### src/rtl/vram_arbiter.sv
// Single-port framebuffer arbiter: display prefetch of 4x4 pixel blocks has priority
// over a req/ack writer that owns the RAM port in every other clock.
module vram_arbiter #(
  parameter int COLS = 160,
  parameter int ROWS = 120,
  parameter int AW   = 15
) (
  input  logic          clk_50M,
  input  logic          rst,
  input  logic          p_tick,
  input  logic          video_on,
  input  logic [9:0]    pixel_x,
  input  logic [9:0]    pixel_y,
  input  logic          wr_req,
  input  logic [AW-1:0] wr_addr,
  input  logic [2:0]    wr_data,
  output logic          wr_ack,
  output logic [AW-1:0] ram_addr,
  output logic          ram_we,
  output logic [2:0]    ram_wdata,
  input  logic [2:0]    ram_rdata,
  output logic [2:0]    rgb,
  output logic          fetch_miss,
  output logic [1:0]    state_dbg
);

  typedef enum logic [1:0] {
    IDLE    = 2'd0,
    FETCH   = 2'd1,
    CAPTURE = 2'd2,
    WRITE   = 2'd3
  } state_t;

  localparam logic [8:0]    COLS_W  = 9'(COLS);
  localparam logic [AW-1:0] FB_SIZE = AW'(COLS * ROWS);

  state_t        state, state_nxt;
  logic          fetch_pend;
  logic          in_flight;
  logic [AW-1:0] fetch_addr;
  logic [2:0]    nxt_reg;
  logic [2:0]    pix_reg;
  logic [AW-1:0] addr_q;
  logic [2:0]    wdata_q;

  // Block coordinates and prefetch address generation
  logic [7:0]    col;
  logic [7:0]    row;
  logic [9:0]    next_y;
  logic [7:0]    next_row;
  logic [AW-1:0] row_ext;
  logic [AW-1:0] next_row_ext;
  logic [AW-1:0] row_base;
  logic [AW-1:0] next_row_base;
  logic          col_fetch;
  logic          line_fetch;
  logic          fetch_set;
  logic [AW-1:0] fetch_addr_nxt;

  assign col          = pixel_x[9:2];
  assign row          = pixel_y[9:2];
  assign next_y       = (pixel_y == 10'd524) ? 10'd0 : pixel_y + 10'd1;
  assign next_row     = next_y[9:2];
  assign row_ext      = {{(AW-8){1'b0}}, row};
  assign next_row_ext = {{(AW-8){1'b0}}, next_row};
  // 160 = 128 + 32, so the row base is two shifted copies added together
  assign row_base      = (row_ext << 7) + (row_ext << 5);
  assign next_row_base = (next_row_ext << 7) + (next_row_ext << 5);

  assign col_fetch  = p_tick && (pixel_x[1:0] == 2'b00) && (({1'b0, col} + 9'd1) < COLS_W);
  assign line_fetch = p_tick && (pixel_x == 10'd796) &&
                      !((next_y >= 10'd480) && (next_y <= 10'd524));
  assign fetch_set  = col_fetch || line_fetch;
  assign fetch_addr_nxt = line_fetch ? next_row_base
                                     : row_base + {{(AW-8){1'b0}}, col} + AW'(1);

  // Writer handshake: wr_addr/wr_data are held while wr_req is high; the write is
  // taken in the single clock where wr_ack is high, and wr_req is only looked at in IDLE.
  always_comb begin
    state_nxt = state;
    wr_ack    = 1'b0;
    ram_we    = 1'b0;
    ram_addr  = addr_q;
    ram_wdata = wdata_q;
    case (state)
      IDLE: begin
        if (fetch_pend || fetch_set) state_nxt = FETCH;
        else if (wr_req)             state_nxt = WRITE;
      end
      FETCH: begin
        ram_addr  = fetch_addr;
        state_nxt = CAPTURE;
      end
      CAPTURE: state_nxt = IDLE;
      WRITE: begin
        ram_addr  = wr_addr;
        ram_wdata = wr_data;
        wr_ack    = 1'b1;
        ram_we    = (wr_addr < FB_SIZE);
        state_nxt = IDLE;
      end
      default: state_nxt = IDLE;
    endcase
  end

  always_ff @(posedge clk_50M or posedge rst) begin
    if (rst) begin
      state   <= IDLE;
      addr_q  <= '0;
      wdata_q <= '0;
    end else begin
      state   <= state_nxt;
      addr_q  <= ram_addr;
      wdata_q <= ram_wdata;
    end
  end

  // in_flight stays high from the request until the read data is captured
  always_ff @(posedge clk_50M or posedge rst) begin
    if (rst) begin
      fetch_pend <= 1'b0;
      in_flight  <= 1'b0;
      fetch_addr <= '0;
    end else if (fetch_set) begin
      fetch_pend <= 1'b1;
      in_flight  <= 1'b1;
      fetch_addr <= fetch_addr_nxt;
    end else begin
      if (state == FETCH)   fetch_pend <= 1'b0;
      if (state == CAPTURE) in_flight  <= 1'b0;
    end
  end

  always_ff @(posedge clk_50M or posedge rst) begin
    if (rst) begin
      nxt_reg    <= '0;
      pix_reg    <= '0;
      fetch_miss <= 1'b0;
    end else begin
      if (state == CAPTURE) nxt_reg <= ram_rdata;
      if (p_tick && (pixel_x[1:0] == 2'b11)) begin
        pix_reg <= nxt_reg;
        if (fetch_pend || in_flight) fetch_miss <= 1'b1;
      end
    end
  end

  assign rgb       = video_on ? pix_reg : 3'b000;
  assign state_dbg = state;

endmodule

### config.mk
export PLATFORM = sky130hd
export DESIGN_NAME = vram_arbiter
export DESIGN_NICKNAME = d
export VERILOG_FILES = /design/src/rtl/vram_arbiter.sv
export SDC_FILE = /design/constraint.sdc
export NUM_CORES = 1
export LEC_CHECK = 0
export BUFFER_PORTS_ARGS = -buffer_cell sky130_fd_sc_hd__buf_4
export CAP_MARGIN = 40
export CORE_MARGIN = 2
export CORE_UTILIZATION = 35
export DETAILED_ROUTE_END_ITERATION = 16
export PLACE_DENSITY = 0.58
export SLEW_MARGIN = 5
export SYNTH_ARGS = -nofsm -noshare
export SYNTH_HDL_FRONTEND = slang
export SYNTH_SLANG_ARGS = --single-unit
### constraint.sdc
create_clock -name clk_50M -period 1.9 [get_ports clk_50M]
set_clock_uncertainty 0.05 [all_clocks]
set_input_delay 0.285 -clock clk_50M [delete_from_list [all_inputs] [get_ports clk_50M]]
set_output_delay 0.285 -clock clk_50M [all_outputs]
set_load 0.005 [all_outputs]
==> After elaboration in Yosys (flattened, before gate mapping) <==
Cells that the tools add are included.
{ "word_totals": {"reg_bits": 44, "in_bits": 46, "out_inout_bits": 26, "word_cells": 56} }
{ "classes": {"n_addsub": 6, "n_lt_le_gt_ge": 4, "eq_ne": 7, "mux": 14, "reduce_logical": 16} }
{ "ops": {"columns": ["cell", "count"], "rows": [
  ["$add 15x13->15", 2],
  ["$pmux 15 s2", 1],
  ["$eq 10x10->1 const B", 2],
  ["$add 15x1->15 const B", 1],
  ["$add 15x8->15", 1],
  ["$lt 15x15->1 const B", 1],
  ["$mux 15", 1],
  ["$add 10x1->10 const B", 1],
  ["$ge 10x9->1 const B", 1],
  ["$le 10x10->1 const B", 1],
  ["$mux 10", 1],
  ["$add 8x1->9 const B", 1],
  ["$lt 9x8->1 const B", 1],
  ["$eq 2x2->1 const B", 3],
  ["$logic_and 1x1->1", 6],
  ["$mux 1", 6],
  ["$mux 3", 2],
  ["$pmux 2 s3", 1],
  ["$logic_not 2->1", 2],
  ["$mux 2", 2],
  ["$reduce_bool 2->1", 2],
  ["$logic_or 1x1->1", 3],
  ["$ne 3x3->1 const B", 1],
  ["$eq 2x1->1 const B", 1],
  ["3 further kinds", 3]
]} }

==> Longest topological paths before layout <==
{ "depth": {"ltp_word": 10, "mapped_depth": 16, "ltp_nobuf": 16} }

==> Worst setup path before layout <==
No wires, ideal clock.
{ "synth_path": {"path_type": "input to register", "start": "input port pixel_y[8]", "end": "register fetch_addr[13]", "setup_ps": 126, "arrival_ps": 2568, "required_ps": 1724, "setup_slack_ps": -844, "path_stages": 14, "n_path_buf": 0, "path_cell_list": "or3_1 nor4_1 inv_1 o21a_1 ha_1 inv_1 fa_1 inv_1 a21oi_1 o21bai_1 a21o_1 a21oi_1 xnor2_1 mux2i_1"} }
{ "synth_via": {"elab_chain_cells": 7, "elab_cells_between_ends": 14, "classes_between": "add/sub (5); order compare (2); eq/ne (1); mux (2); reduce/logical (4)"} }
{ "synth_rtl": {"columns": ["element", "line", "text"], "rows": [
  ["from (decl)", "13", "input logic [9:0] pixel_y,"],
  ["parallel branches: the longest is 7 deep, another holds $add 15x13->15", null, null],
  ["to (signal assigned)", "127", "fetch_addr <= fetch_addr_nxt;"],
  ["to (decl)", "40", "logic [AW-1:0] fetch_addr;"]
]} }
Several ways; the timed one is not identified.
A chain may end at the register's enable or synchronous reset.

==> Worst setup path in the final report <==
{ "layout_path": {"start": "input port pixel_y[0]", "end": "register fetch_addr[13]"} }
{ "layout_via": {"elab_chain_cells": 7, "elab_cells_between_ends": 11, "classes_between": "add/sub (2); order compare (2); eq/ne (1); mux (2); reduce/logical (4)"} }
{ "layout_rtl": {"columns": ["element", "line", "text"], "rows": [
  ["$add 10x1->10 / $eq 10x10->1 (equally long branches)", "62", "assign next_y = (pixel_y == 10'd524) ? 10'd0 : pixel_y + 10'd1;"],
  ["$mux 10 *", "62", null],
  ["$ge 10x9->1 / $le 10x10->1 (equally long branches)", "72", "!((next_y >= 10'd480) && (next_y <= 10'd524));"],
  ["$logic_and 1x1->1", "72", null],
  ["$logic_not 1->1", "72", null],
  ["$logic_and 1x1->1", "71", "assign line_fetch = p_tick && (pixel_x == 10'd796) &&"],
  ["$mux 15 / $logic_or 1x1->1 (equally long branches)", "74, 73", null]
]} }
Every way passes the cells marked *; elsewhere a longest branch is shown, timed or not.

==> metrics.cfg <==
[final_layout]
utilization_pct = 56.6
area_growth_pct = 57.3
final_area_sq_um = 4930
regArea_sq_um = 1100
multi_input_area_sq_um = 2170
drive_gt1_share_pct = 48.9
fin_nets = 559
final.fill_count = 797
top_regs = addr_q: 15 flops, fetch_addr: 15 flops
num_antenna_cells = 0

[clocking]
cts_root_buffer = clkbuf_8
htree_levels = 2
cts_max_path_buffers = 2
cts.sinks = 44
insertion_delay_ps = 290
numCtsBuffers = 5
tritoncts = built
cts.clk_slew.worst_paths_ps = 90

[route]
first_pass_iters = 4
viasPerCell = 4.95
drc = 0
routedWlPerCell_um = 14.2
postRouteAntennaNets = 0
wirelength_um = 8430
drtIter0Drc = 121
num_vias = 2943

[sta]
worstMarginPinSlew_ps = 354
finalCritPeriodShare_pct = 125
setup_violations = 19
worst_slack_ps = -481
whs_ps = 173
rsz0062_at_grt = true
hold_violations = 0
tns_ps = -5090
period_needed_ps = 2380
finalMaxSlewViolations = 0
relSlewSlack_pct = 76.2
fmax_mhz = 420

[synthesis]
yosys-top-cells-count = dfrtp_1 (44), nor2_1 (32), a21oi_1 (29)
yosysSeqAreaShare_pct = 35.1
synth_warnings = 0
synth_flop_cell = dfrtp_1
synth.most_common_cell = dfrtp_1
yosysTopAreaCell = dfrtp_1
synthCells = 327
ys_types = 47
avgSynthCellArea_sq_um = 9.59
ys_async_sr_fraction_pct = 100
synth_area_leaders = dfrtp_1 (35%), ha_1 (10%), mux2i_1 (7.7%), a21oi_1 (4.6%), xnor2_1 (4.2%)
yosysTopAreaCellShare_pct = 35.1
synth_edf_count = 0
synthesis.area_sq_um = 3140
synth-seq-cells = 44
synth_nets = 400

[global_route]
grt_pass1_vias = 2902
grt_first_pass_wirelength_um = 14000
grt_max_degree = 45
grt_overflow = 0
antenna_found_initial = 0
grt.total_usage_pct = 17.3

[power_and_ir_drop]
cellPowerDensity_nw_per_um2 = 919
ir_worst_vdd_mv = 0.474
power_leakage_nw = 2.28

[place]
hpwl_um = 6500
io_buffers = 71
placed_cell_area_sq_um = 4400
place_ws_ps = -841
place_congestion = 0.872

[run]
maxCapViolCount = 0

[floorplanning]
dieArea_sq_um = 9730
die_w_um = 98.7
initial_core_util_pct = 36.0
coreArea_sq_um = 8720
die_h_um = 98.7
io_pins = 72
num_rows = 34

[worst_setup_path]
path_cells = buf_6, inv_4, ha_4, nand4_1, nor4_4, inv_1, o21a_1, ha_2, inv_2, fa_2, inv_2, a21oi_2, o21bai_1, a21o_1, a21oi_2, xnor2_1, mux2i_1
slowest_delay_ps = 330
critPathSlowestCell = nor4_4
cp_max_fo = 3
worstSetupPathType = in -> reg
required_ps = 2020
critPathLaunchType = input port
worstPathArrival_ps = 2500
critPathCaptureType = flop

[run_status]
outcome = complete, but fails checks
failed_checks = setup timing

[hold_path]
hold_class = in -> reg

-- per-stage QoR --
stage | cells | power (mW)
5_1_grt | 595 | 4.86
2_1_floorplan | 327 | 2.69
3_5_place_dp | 574 | 3.77
6_report | 595 | 4.53
3_3_place_gp | 574 | 3.71
4_1_cts | 595 | 4.48
-- cells by family (layout without fill, tap and decap cells) --
group | count (synthesis) | after routing | synth area share [%]
and+or+nand+nor | 89 | 89 | 14.4
AOI/OAI and AO/OA | 79 | 79 | 16.6
DFF | 44 | 44 | 35.1
muxes | 35 | 35 | 11.6
buffers and inverters | 29 | 189 | 4.39
adders and majority gates | 27 | 27 | 11.3
xor gates and xnor gates | 24 | 24 | 6.70
-- per-layer routing --
layer | global-route usage, % | part of all wire (%) | vias up | routed length [um]
met1 | 24.4 | 47 | 1375 | 3970
met4 | 3.58 | 1.2 | 0 | 99
met2 | 28.7 | 47 | 76 | 3970
met5 | 0 | 0 | - | 0
met3 | 2.41 | 4.7 | 6 | 395
li1 | - | - | 1486 | -
-- final cells by class --
type,count,area share (%)
clock buffers,6,1.67
clock inverters,2,0.203
inverters,15,1.29
multi-input cells,254,44.1
flip-flops and latches,44,22.3
well taps,108,2.74
repair buffers,166,27.7
-- final timing paths --
| check | startpoint | slack (ps) | to | cells after the start |
|---|---|---|---|---|
| setup / recovery | pixel_y[0] | -480 | fetch_addr[13] | 17 |
| hold / removal | ram_rdata[1] | 170 | nxt_reg[1] | 2 |
| setup reg to reg | state_dbg[1] | 470 | nxt_reg[0] | 3 |
| hold reg to reg | fetch_miss | 440 | fetch_miss | 1 |
| max in group asynchronous | rst | 1040 | fetch_addr[10] | 4 |
| min in group asynchronous | rst | 530 | addr_q[3] | 4 |
-- cell usage in the layout, fill, tap and decap left out, types with 5 or more instances in the layout --
cell type	instances
buf_4	145
dfrtp_1	43
nor2_1	28
a21oi_1	24
mux2i_1	24
ha_1	19
nand2_1	15
buf_6	14
xnor2_1	13
mux2_2	10
inv_1	9
xor2_1	8
nor2b_1	7
nand3_1	7
o21ai_0	7
a21oi_2	7
o21bai_1	6
clkbuf_8	6
a21o_1	5
ha_4	5
-- critical path, delay by kind of cell --
kind	cells	cell delay [ps]
AOI/OAI and AO/OA	5	670
and+or+nand+nor	2	450
xor gates and xnor gates	1	120
muxes	1	90
adders and majority gates	3	500
buffers and inverters	5	360
-- what timing repair did --
| action | in CTS | in global routing |
|---|---|---|
| buffers inserted | 13 | 4 |
| pin swaps | 24 | 15 |
| endpoints found under the setup margin | 19 | 30 |
| hold buffers | 1 | 0 |
| hold endpoints to repair | 44 | 0 |
| gates cloned | 0 | 1 |
| resized for setup | 50 | 28 |
-- report_power, final --
part,leakage [nW],total (mW),switching (mW),internal [mW]
clock,0.0510,0.603,0.312,0.290
combinational,1.72,2.37,1.06,1.31
sequential,0.509,1.56,0.213,1.35
total,2.28,4.53,1.59,2.94
Power figures use the tool's default switching activity.
